## config.mk

```make
export PLATFORM = sky130hd
export DESIGN_NAME = schmitt_debounce_bank
export DESIGN_NICKNAME = d
export VERILOG_FILES = /design/src/rtl/schmitt_debounce_bank.sv
export SDC_FILE = /design/constraint.sdc
export NUM_CORES = 1
export LEC_CHECK = 0
export ABC_AREA = 0
export CAP_MARGIN = 30
export CORE_MARGIN = 1.5
export CORE_UTILIZATION = 50
export DETAILED_ROUTE_END_ITERATION = 12
export PLACE_DENSITY = 0.74
export SETUP_SLACK_MARGIN = 0.3
export SYNTH_ARGS = -nofsm -noshare
export SYNTH_HDL_FRONTEND = slang
export SYNTH_SLANG_ARGS = --single-unit
```

## constraint.sdc

```tcl
create_clock -name clk -period 2.9 [get_ports clk]
set_clock_uncertainty 0.15 [all_clocks]
set_input_delay 0.725 -clock clk [delete_from_list [all_inputs] [get_ports clk]]
set_output_delay 0.725 -clock clk [all_outputs]
set_load 0.005 [all_outputs]
```

## src/rtl/schmitt_debounce_bank.sv

```systemverilog
// schmitt_debounce_bank
//   Bank of independent debounced digital inputs. Each channel resynchronizes
//   an asynchronous raw input, accepts a new level only after it has been seen
//   for STABLE_CYCLES consecutive enabled cycles, optionally inverts it, and
//   flags accepted transitions with one-cycle rise/fall pulses.
//
// Parameters
//   CHANNELS      number of independent channels (1..32)
//   INVERT_MASK   per-channel output inversion (bit=1 -> inverting)
//   STABLE_CYCLES consecutive synchronized cycles a new level must persist
//   SYNC_STAGES   synchronizer flip-flop depth (2..4)
//
// Ports
//   clk   in   1         rising-edge clock
//   rst   in   1         synchronous active-high reset (priority over en)
//   en    in   1         count/update enable; synchronizers always run
//   a     in   CHANNELS  asynchronous raw inputs
//   y     out  CHANNELS  debounced level, XOR INVERT_MASK
//   rise  out  CHANNELS  one-cycle pulse after y[i] goes 0->1
//   fall  out  CHANNELS  one-cycle pulse after y[i] goes 1->0
module schmitt_debounce_bank #(
  parameter int unsigned          CHANNELS      = 6,
  parameter logic [CHANNELS-1:0]  INVERT_MASK   = {CHANNELS{1'b1}},
  parameter int unsigned          STABLE_CYCLES = 4,
  parameter int unsigned          SYNC_STAGES   = 2
) (
  input  logic                clk,
  input  logic                rst,
  input  logic                en,
  input  logic [CHANNELS-1:0] a,
  output logic [CHANNELS-1:0] y,
  output logic [CHANNELS-1:0] rise,
  output logic [CHANNELS-1:0] fall
);

  localparam int unsigned CW_RAW = $clog2(STABLE_CYCLES + 1);
  localparam int unsigned CW     = (CW_RAW < 1) ? 1 : CW_RAW;
  localparam logic [CW-1:0] CNT_LAST = CW'(STABLE_CYCLES - 1);

  logic [CHANNELS-1:0] sync_q [SYNC_STAGES];
  logic [CHANNELS-1:0] s;
  logic [CHANNELS-1:0] f_q, f_d;
  logic [CW-1:0]       cnt_q [CHANNELS];
  logic [CW-1:0]       cnt_d [CHANNELS];
  logic [CHANNELS-1:0] rise_q, rise_d;
  logic [CHANNELS-1:0] fall_q, fall_d;
  logic [CHANNELS-1:0] y_d;

  // Synchronizer stage: free-running regardless of en
  always_ff @(posedge clk) begin
    if (rst) begin
      for (int k = 0; k < SYNC_STAGES; k++) begin
        sync_q[k] <= '0;
      end
    end else begin
      sync_q[0] <= a;
      for (int k = 1; k < SYNC_STAGES; k++) begin
        sync_q[k] <= sync_q[k-1];
      end
    end
  end

  assign s = sync_q[SYNC_STAGES-1];

  // Acceptance stage: per-channel mismatch counter and accepted level
  always_comb begin
    f_d   = f_q;
    cnt_d = cnt_q;
    for (int i = 0; i < CHANNELS; i++) begin
      if (en) begin
        if (s[i] == f_q[i]) begin
          // Any return to the accepted level discards the partial count.
          cnt_d[i] = '0;
        end else if (cnt_q[i] == CNT_LAST) begin
          f_d[i]   = s[i];
          cnt_d[i] = '0;
        end else begin
          cnt_d[i] = cnt_q[i] + CW'(1);
        end
      end
    end
    // Edge flags are taken on the output polarity; f_d == f_q when en=0,
    // so the pulses drop to zero while frozen.
    y_d    = f_d ^ INVERT_MASK;
    rise_d = y_d & ~y;
    fall_d = ~y_d & y;
  end

  always_ff @(posedge clk) begin
    if (rst) begin
      f_q    <= '0;
      rise_q <= '0;
      fall_q <= '0;
      for (int i = 0; i < CHANNELS; i++) begin
        cnt_q[i] <= '0;
      end
    end else begin
      f_q    <= f_d;
      rise_q <= rise_d;
      fall_q <= fall_d;
      for (int i = 0; i < CHANNELS; i++) begin
        cnt_q[i] <= cnt_d[i];
      end
    end
  end

  // Output stage: y straight from the accepted-level register
  assign y    = f_q ^ INVERT_MASK;
  assign rise = rise_q;
  assign fall = fall_q;

endmodule

```

==> flow_summary_export.csv, run 1 <==
group,metric,value,unit
logic_synthesis,dominantRegCellSynth,"dfxtp_1",
cts,cts_tree,"yes",
logic_synthesis,yosysWarnings,0,
floorplan,core-area,0.00363,sq mm
global_route,grt_pass1_wl,5620,um
worst_setup_path,cp_num_buf_inv,2,
cts,cts.repair.resized,0,
worst_setup_path,cp.arrival,1.23,ns
cts,worstSkewPairLatency,0.30,ns
sta,max_slew_margin,80.6,%
cts,path_clk_slew,0.08,ns
cts,clockBufferDepth,2,
placed_design,gp_routability_congestion,0.774,
sta,layout_setup_ws,0.792,ns
logic_synthesis,syn_area,0.00187,sq mm
layout,nets,221,
floorplan,die-area,0.00411,sq mm
sta,period_share,72.7,%
cts,htreeDepth,2,
worst_setup_path,slowest_stage,"clkdlybuf4s50_1",
worst_setup_path,slowest_delay,0.50,ns
logic_synthesis,ys_ff_latch,48,
logic_synthesis,synth-edff-count,0,
layout,design_area,0.00224,sq mm
drt,ant_nets,0,
floorplan,initial_core_util,51.4,%
sta,fmax,474,MHz
drt,via_count,1280,
cts,clock_sinks,48,
floorplan,rows,22,
logic_synthesis,synth_cells,180,
cts,cts_buffers,5,
placed_design,dp_slack,0.704,ns
worst_setup_path,crit_path_start_kind,"flop",
worst_setup_path,crit_path_end_kind,"primary output",
placed_design,place_area,0.00214,sq mm
cts,cts_hold_buf,0,
logic_synthesis,ys_types,26,
worst_setup_path,path_cells,"inv_1 -> clkdlybuf4s50_1",
global_route,grt_pass1_vias,1323,
outcome,status,"finished, final reports clean",
cts,postCtsSetupRepairBufs,0,
logic_synthesis,yosysMostFrequentCell,"dfxtp_1",
sta,drv_slew,0,
drt,drc,0,
placed_design,dp_hpwl,2050,um
worst_setup_path,critical_path_required,2.03,ns
layout,drive_above_1_share,6.31,%
logic_synthesis,synth_area_per_cell,10.4,sq um
logic_synthesis,synth_nets,195,
pwr,ir_drop,381,uV
sta,setup_viol,0,
worst_setup_path,critPathKind,"flop to primary output",
sta,period_needed,2.11,ns
sta,setup_tns,0,ns
drt,wl_per_cell,12.4,um
logic_synthesis,yosys-top-cells-area,"dfxtp_1, nand2b_1, ha_1",
drt,vias_per_cell,5.04,
layout,diodes,0,
logic_synthesis,yosysSeqAreaShare,51.4,%
drt,drt_first_pass_iters,4,
logic_synthesis,synth_top_cell_area_share,51.4,%
drt,drt-initial-drc-count,37,
logic_synthesis,synth_common_cells,"dfxtp_1, nand2b_1, inv_1",
floorplan,dieWidth,64.1,um
logic_synthesis,async_flop_share,0,%
floorplan,dieHeight,64.1,um
job,drv_cap,0,
worst_hold_path,min_path_type,"flop to flop",
global_route,grt.total_usage,17.8,%
drt,wl,3140,um
pwr,leakage,0.844,nW
cts,root_buffer,"clkbuf_8",
sta,rsz0062_at_grt,"false",
worst_setup_path,crit_path_max_fanout,4,
sta,hold_viol_final,0,
layout,areaGrowthSynthToFinish,19.9,%
sta,worst_pin_slew,0.292,ns
global_route,antenna_found_initial,0,
pwr,finalPower,0.00114,W
logic_synthesis,yosysTopAreaCell,"dfxtp_1",
placed_design,io_buffers,26,
global_route,grt_max_degree,46,
pwr,p_per_area,510,mW/mm^2
floorplan,ios,27,
global_route,grt.overflow.total,0,
worst_setup_path,critical-path-top-delay-family,"buffers and inverters",
report_power, final:
| part | internal [W] | leakage [nW] | total, W | switching (W) |
|---|---|---|---|---|
| clock | 0.000212 | 0.0503 | 0.000414 | 0.000202 |
| sequential | 0.000668 | 0.389 | 0.000675 | 0.00000628 |
| combinational | 0.0000275 | 0.405 | 0.0000537 | 0.0000261 |
| total | 0.000908 | 0.844 | 0.00114 | 0.000235 |
final timing paths:
path / endpoint / from / depth (start not counted) / slack (ns)
worst max register to register: cnt_q[12]$_SDFFE_PP0P_ / cnt_q[12]$_SDFFE_PP0P_ / 4 / 1.65
worst min-delay path: sync_q[0][6]$_SDFF_PP0_ / sync_q[0][0]$_SDFF_PP0_ / 1 / 0.29
worst max-delay path: y[2] / f_q[2]$_SDFF_PP0_ / 2 / 0.79
worst min register to register: sync_q[0][6]$_SDFF_PP0_ / sync_q[0][0]$_SDFF_PP0_ / 1 / 0.29
cells by family (layout without fill, tap and decap cells):
| kind of cell | count (synthesis) | count (layout) | synth area share (%) |
|---|---|---|---|
| fa+ha+maj | 6 | 6 | 4.02 |
| buf+inv | 25 | 51 | 7.10 |
| simple gates | 71 | 71 | 25.3 |
| xor+xnor | 6 | 6 | 2.81 |
| flops | 48 | 48 | 51.4 |
| mux | 6 | 6 | 3.22 |
| compound gates | 18 | 18 | 6.16 |
registers in the layout, indices dropped and copies added (netlist names):
register  cells
fall          6
rise          6
sync_q       12
f_q           6
cnt_q        18
cells in the final DEF, fill, tap and decap left out, drive strengths merged:
master,netlist,layout
nor2b,12,12
mux2i,6,6
o32ai,4,4
ha,6,6
xnor2,4,4
o21ai,4,4
nor2,6,6
xor2,2,2
buf,6,2
nand4b,2,2
nand3,2,2
nor4,12,12
or3b,4,4
inv,16,16
clkdlybuf4s50,0,26
a21oi,6,6
and3b,4,4
nand2b,19,19
nand3b,10,10
o31ai,4,4
clkbuf,3,7
dfxtp,48,48
per-layer routing:
layer  vias up  part of all wire (%)  track usage, %
li1        662                     -               -
met1       592                    48            20.0
met2        22                    47            29.9
met3         4                   4.0            7.57
met4         0                   1.3            6.38
met5         -                     0               0
final cells by class:
| cell class | count | area [sq um] |
|---|---|---|
| multi-input cells | 107 | 774 |
| fillers | 317 | 1390 |
| inverters | 16 | 60.1 |
| well taps | 48 | 60.1 |
| flip-flops and latches | 48 | 961 |
| repair buffers | 28 | 288 |
| clock buffers | 7 | 96.3 |
through the flow:
stage | cells | util (%) | hold WS, ns
6_report | 254 | 61.6 | 0.290
5_1_grt | 254 | 61.6 | 0.315
4_1_cts | 254 | 61.6 | 0.295
3_5_place_dp | 247 | 59.0 | 0.275
3_3_place_gp | 247 | 59.0 | 0.272
2_1_floorplan | 180 | - | 0.264
(Power assumes the default switching activity.)
==> inputs of run 2 (changes only) <==
Clock period 2.9 ns to 1.95 ns, I/O delays scaled along.
==> run 2 against run 1 <==
  * Flip-flop and latch count did not move
  * Cell count rose by 3.1%
  * Combinational power grew 61%
  * Die area unchanged
  * Largest cell class unchanged
  * Critical endpoint is now cnt_q[6]$_SDFFE_PP0P_
  * Hold slack gained 0.0040 ns
  * Global-route usage shrank 0.52 points
  * Register-to-register slack got worse by 0.96 ns
  * Via count grew 3.6%
  * Utilization rose by 1.0 points
  * Total power rose by 46%
==> flow_summary_export.csv, run 2 (same netlist as run 1, synthesis figures left out) <==
group,metric,value,unit
layout,final_cell_mix,"dfxtp_1, nand2b_1, inv_1",
worst_setup_path,crit_path_end_kind,"flop",
worst_setup_path,path_cells,"clkdlybuf4s50_1 -> buf_12 -> or3b_2 -> o31ai_1",
drt,vias_per_cell,5.06,
pwr,p_per_area,735,mW/mm^2
floorplan,initial_core_util,51.4,%
layout,largest_register_ffs,18,
layout,areaGrowthSynthToFinish,21.8,%
placed_design,dp_hpwl,2230,um
worst_setup_path,crit_end,"cnt_q[6]$_SDFFE_PP0P_",
sta,fin_hold_ws,0.294,ns
cts,cts_hold_buf,0,
placed_design,io_buffers,26,
worst_setup_path,reg2reg_slack,0.69,ns
sta,period_needed,1.62,ns
sta,worst_pin_slew,0.241,ns
layout,drive_above_1_share,12.1,%
worst_hold_path,min_path_type,"flop to flop",
drt,via_count,1326,
global_route,grt_pass1_wl,5600,um
floorplan,dieHeight,64.1,um
drt,ant_nets,0,
layout,largestRegisters,"cnt_q: 18 flops, sync_q: 12 flops",
floorplan,ios,27,
sta,drv_slew,0,
cts,root_buffer,"clkbuf_8",
placed_design,gp_routability_congestion,0.775,
cts,worstSkewPairLatency,0.29,ns
worst_setup_path,r2r_start,"cnt_q[6]$_SDFFE_PP0P_",
drt,drt-initial-drc-count,50,
job,drv_cap,0,
cts,cts_tree,"yes",
layout,fill_cells,335,
worst_setup_path,critPathKind,"input port to flop",
cts,clockBufferDepth,2,
layout,final_common_cell,"dfxtp_1",
layout,diodes,0,
sta,hold_viol_final,0,
sta,layout_setup_ws,0.332,ns
floorplan,dieWidth,64.1,um
global_route,grt.total_usage,17.3,%
cts,htreeDepth,2,
sta,setup_viol,0,
sta,setup_tns,0,ns
drt,drc,0,
drt,wl_per_cell,12.1,um
worst_setup_path,slowest_stage,"or3b_2",
worst_setup_path,cp.arrival,1.67,ns
global_route,grt_max_degree,34,
global_route,grt.overflow.total,0,
sta,fmax,618,MHz
drt,drt_first_pass_iters,4,
outcome,status,"finished, final reports clean",
cts,clock_sinks,48,
global_route,antenna_found_initial,0,
floorplan,core-area,0.00363,sq mm
worst_setup_path,crit_path_max_fanout,33,
sta,period_share,83.0,%
cts,path_clk_slew,0.08,ns
worst_setup_path,rr_endpoint,"cnt_q[6]$_SDFFE_PP0P_",
layout,nets,228,
placed_design,dp_slack,0.0178,ns
drt,wl,3180,um
sta,rsz0062_at_grt,"false",
layout,largest-register,"cnt_q",
floorplan,rows,22,
worst_setup_path,critical_path_required,2.00,ns
pwr,leakage,0.931,nW
floorplan,die-area,0.00411,sq mm
worst_setup_path,crit_path_start_kind,"input port",
pwr,ir_drop,572,uV
global_route,grt_pass1_vias,1322,
worst_setup_path,ff2ff_path_depth,4,
worst_setup_path,slowest_delay,0.47,ns
cts,cts_buffers,5,
worst_setup_path,cp-startpoint,"en",
sta,max_slew_margin,83.8,%
pwr,finalPower,0.00167,W
[run 2: final cells by class]
cell class / instances / area, sq um / area share [%]
Multi-Input combinational cell: 107 / 774 / 34.0
Clock buffer: 8 / 90.1 / 3.96
Timing Repair Buffer: 35 / 322 / 14.1
Tap cell: 48 / 60.1 / 2.64
Inverter: 16 / 60.1 / 2.64
Sequential cell: 48 / 970 / 42.6
[run 2: worst min path at each step]
stage | from | end | slack [ns] | cells after the start
after floorplan | sync_q[0][4]$_SDFF_PP0_ | sync_q[0][10]$_SDFF_PP0_ | 0.26 | 1
after global placement | sync_q[0][2]$_SDFF_PP0_ | sync_q[0][8]$_SDFF_PP0_ | 0.27 | 1
after detailed placement | sync_q[0][3]$_SDFF_PP0_ | sync_q[0][9]$_SDFF_PP0_ | 0.28 | 1
after CTS | sync_q[0][2]$_SDFF_PP0_ | sync_q[0][8]$_SDFF_PP0_ | 0.30 | 1
after global routing | sync_q[0][1]$_SDFF_PP0_ | sync_q[0][7]$_SDFF_PP0_ | 0.31 | 1
final | sync_q[0][3]$_SDFF_PP0_ | sync_q[0][9]$_SDFF_PP0_ | 0.29 | 1
[run 2: where the power goes]
group	switching, W	internal [W]	leakage [nW]	total, W
logic	0.0000401	0.0000461	0.492	0.0000862
clock network	0.000294	0.000289	0.0455	0.000583
registers	0.00000941	0.000994	0.393	0.00100
total	0.000343	0.00133	0.931	0.00167
[run 2: stage by stage]
step / cell area [sq um] / instances / utilization [%]
5_1_grt: 2280 / 262 / 62.6
6_report: 2280 / 262 / 62.6
2_1_floorplan: 1870 / 180 / -
3_5_place_dp: 2170 / 251 / 59.8
4_1_cts: 2260 / 261 / 62.3
3_3_place_gp: 2170 / 251 / 59.8
[run 2: critical path, delay by kind of cell]
family | cells | cell delay [ns]
AOI/OAI and AO/OA | 1 | 0.08
buffers and inverters | 2 | 0.63
and+or+nand+nor | 1 | 0.47
[run 2: routing by layer]
metal | wire (um) | up-vias | track usage [%]
li1 | - | 674 | -
met1 | 1460 | 626 | 20.4
met2 | 1560 | 22 | 30.2
met3 | 128 | 4 | 5.81
met4 | 34 | 0 | 3.99
met5 | 0 | - | 0
[run 2: what timing repair did]
action	CTS	global route
buffers inserted	2	1
pin swaps	0	0
endpoints found under the setup margin	18	4
gates resized for setup	25	3
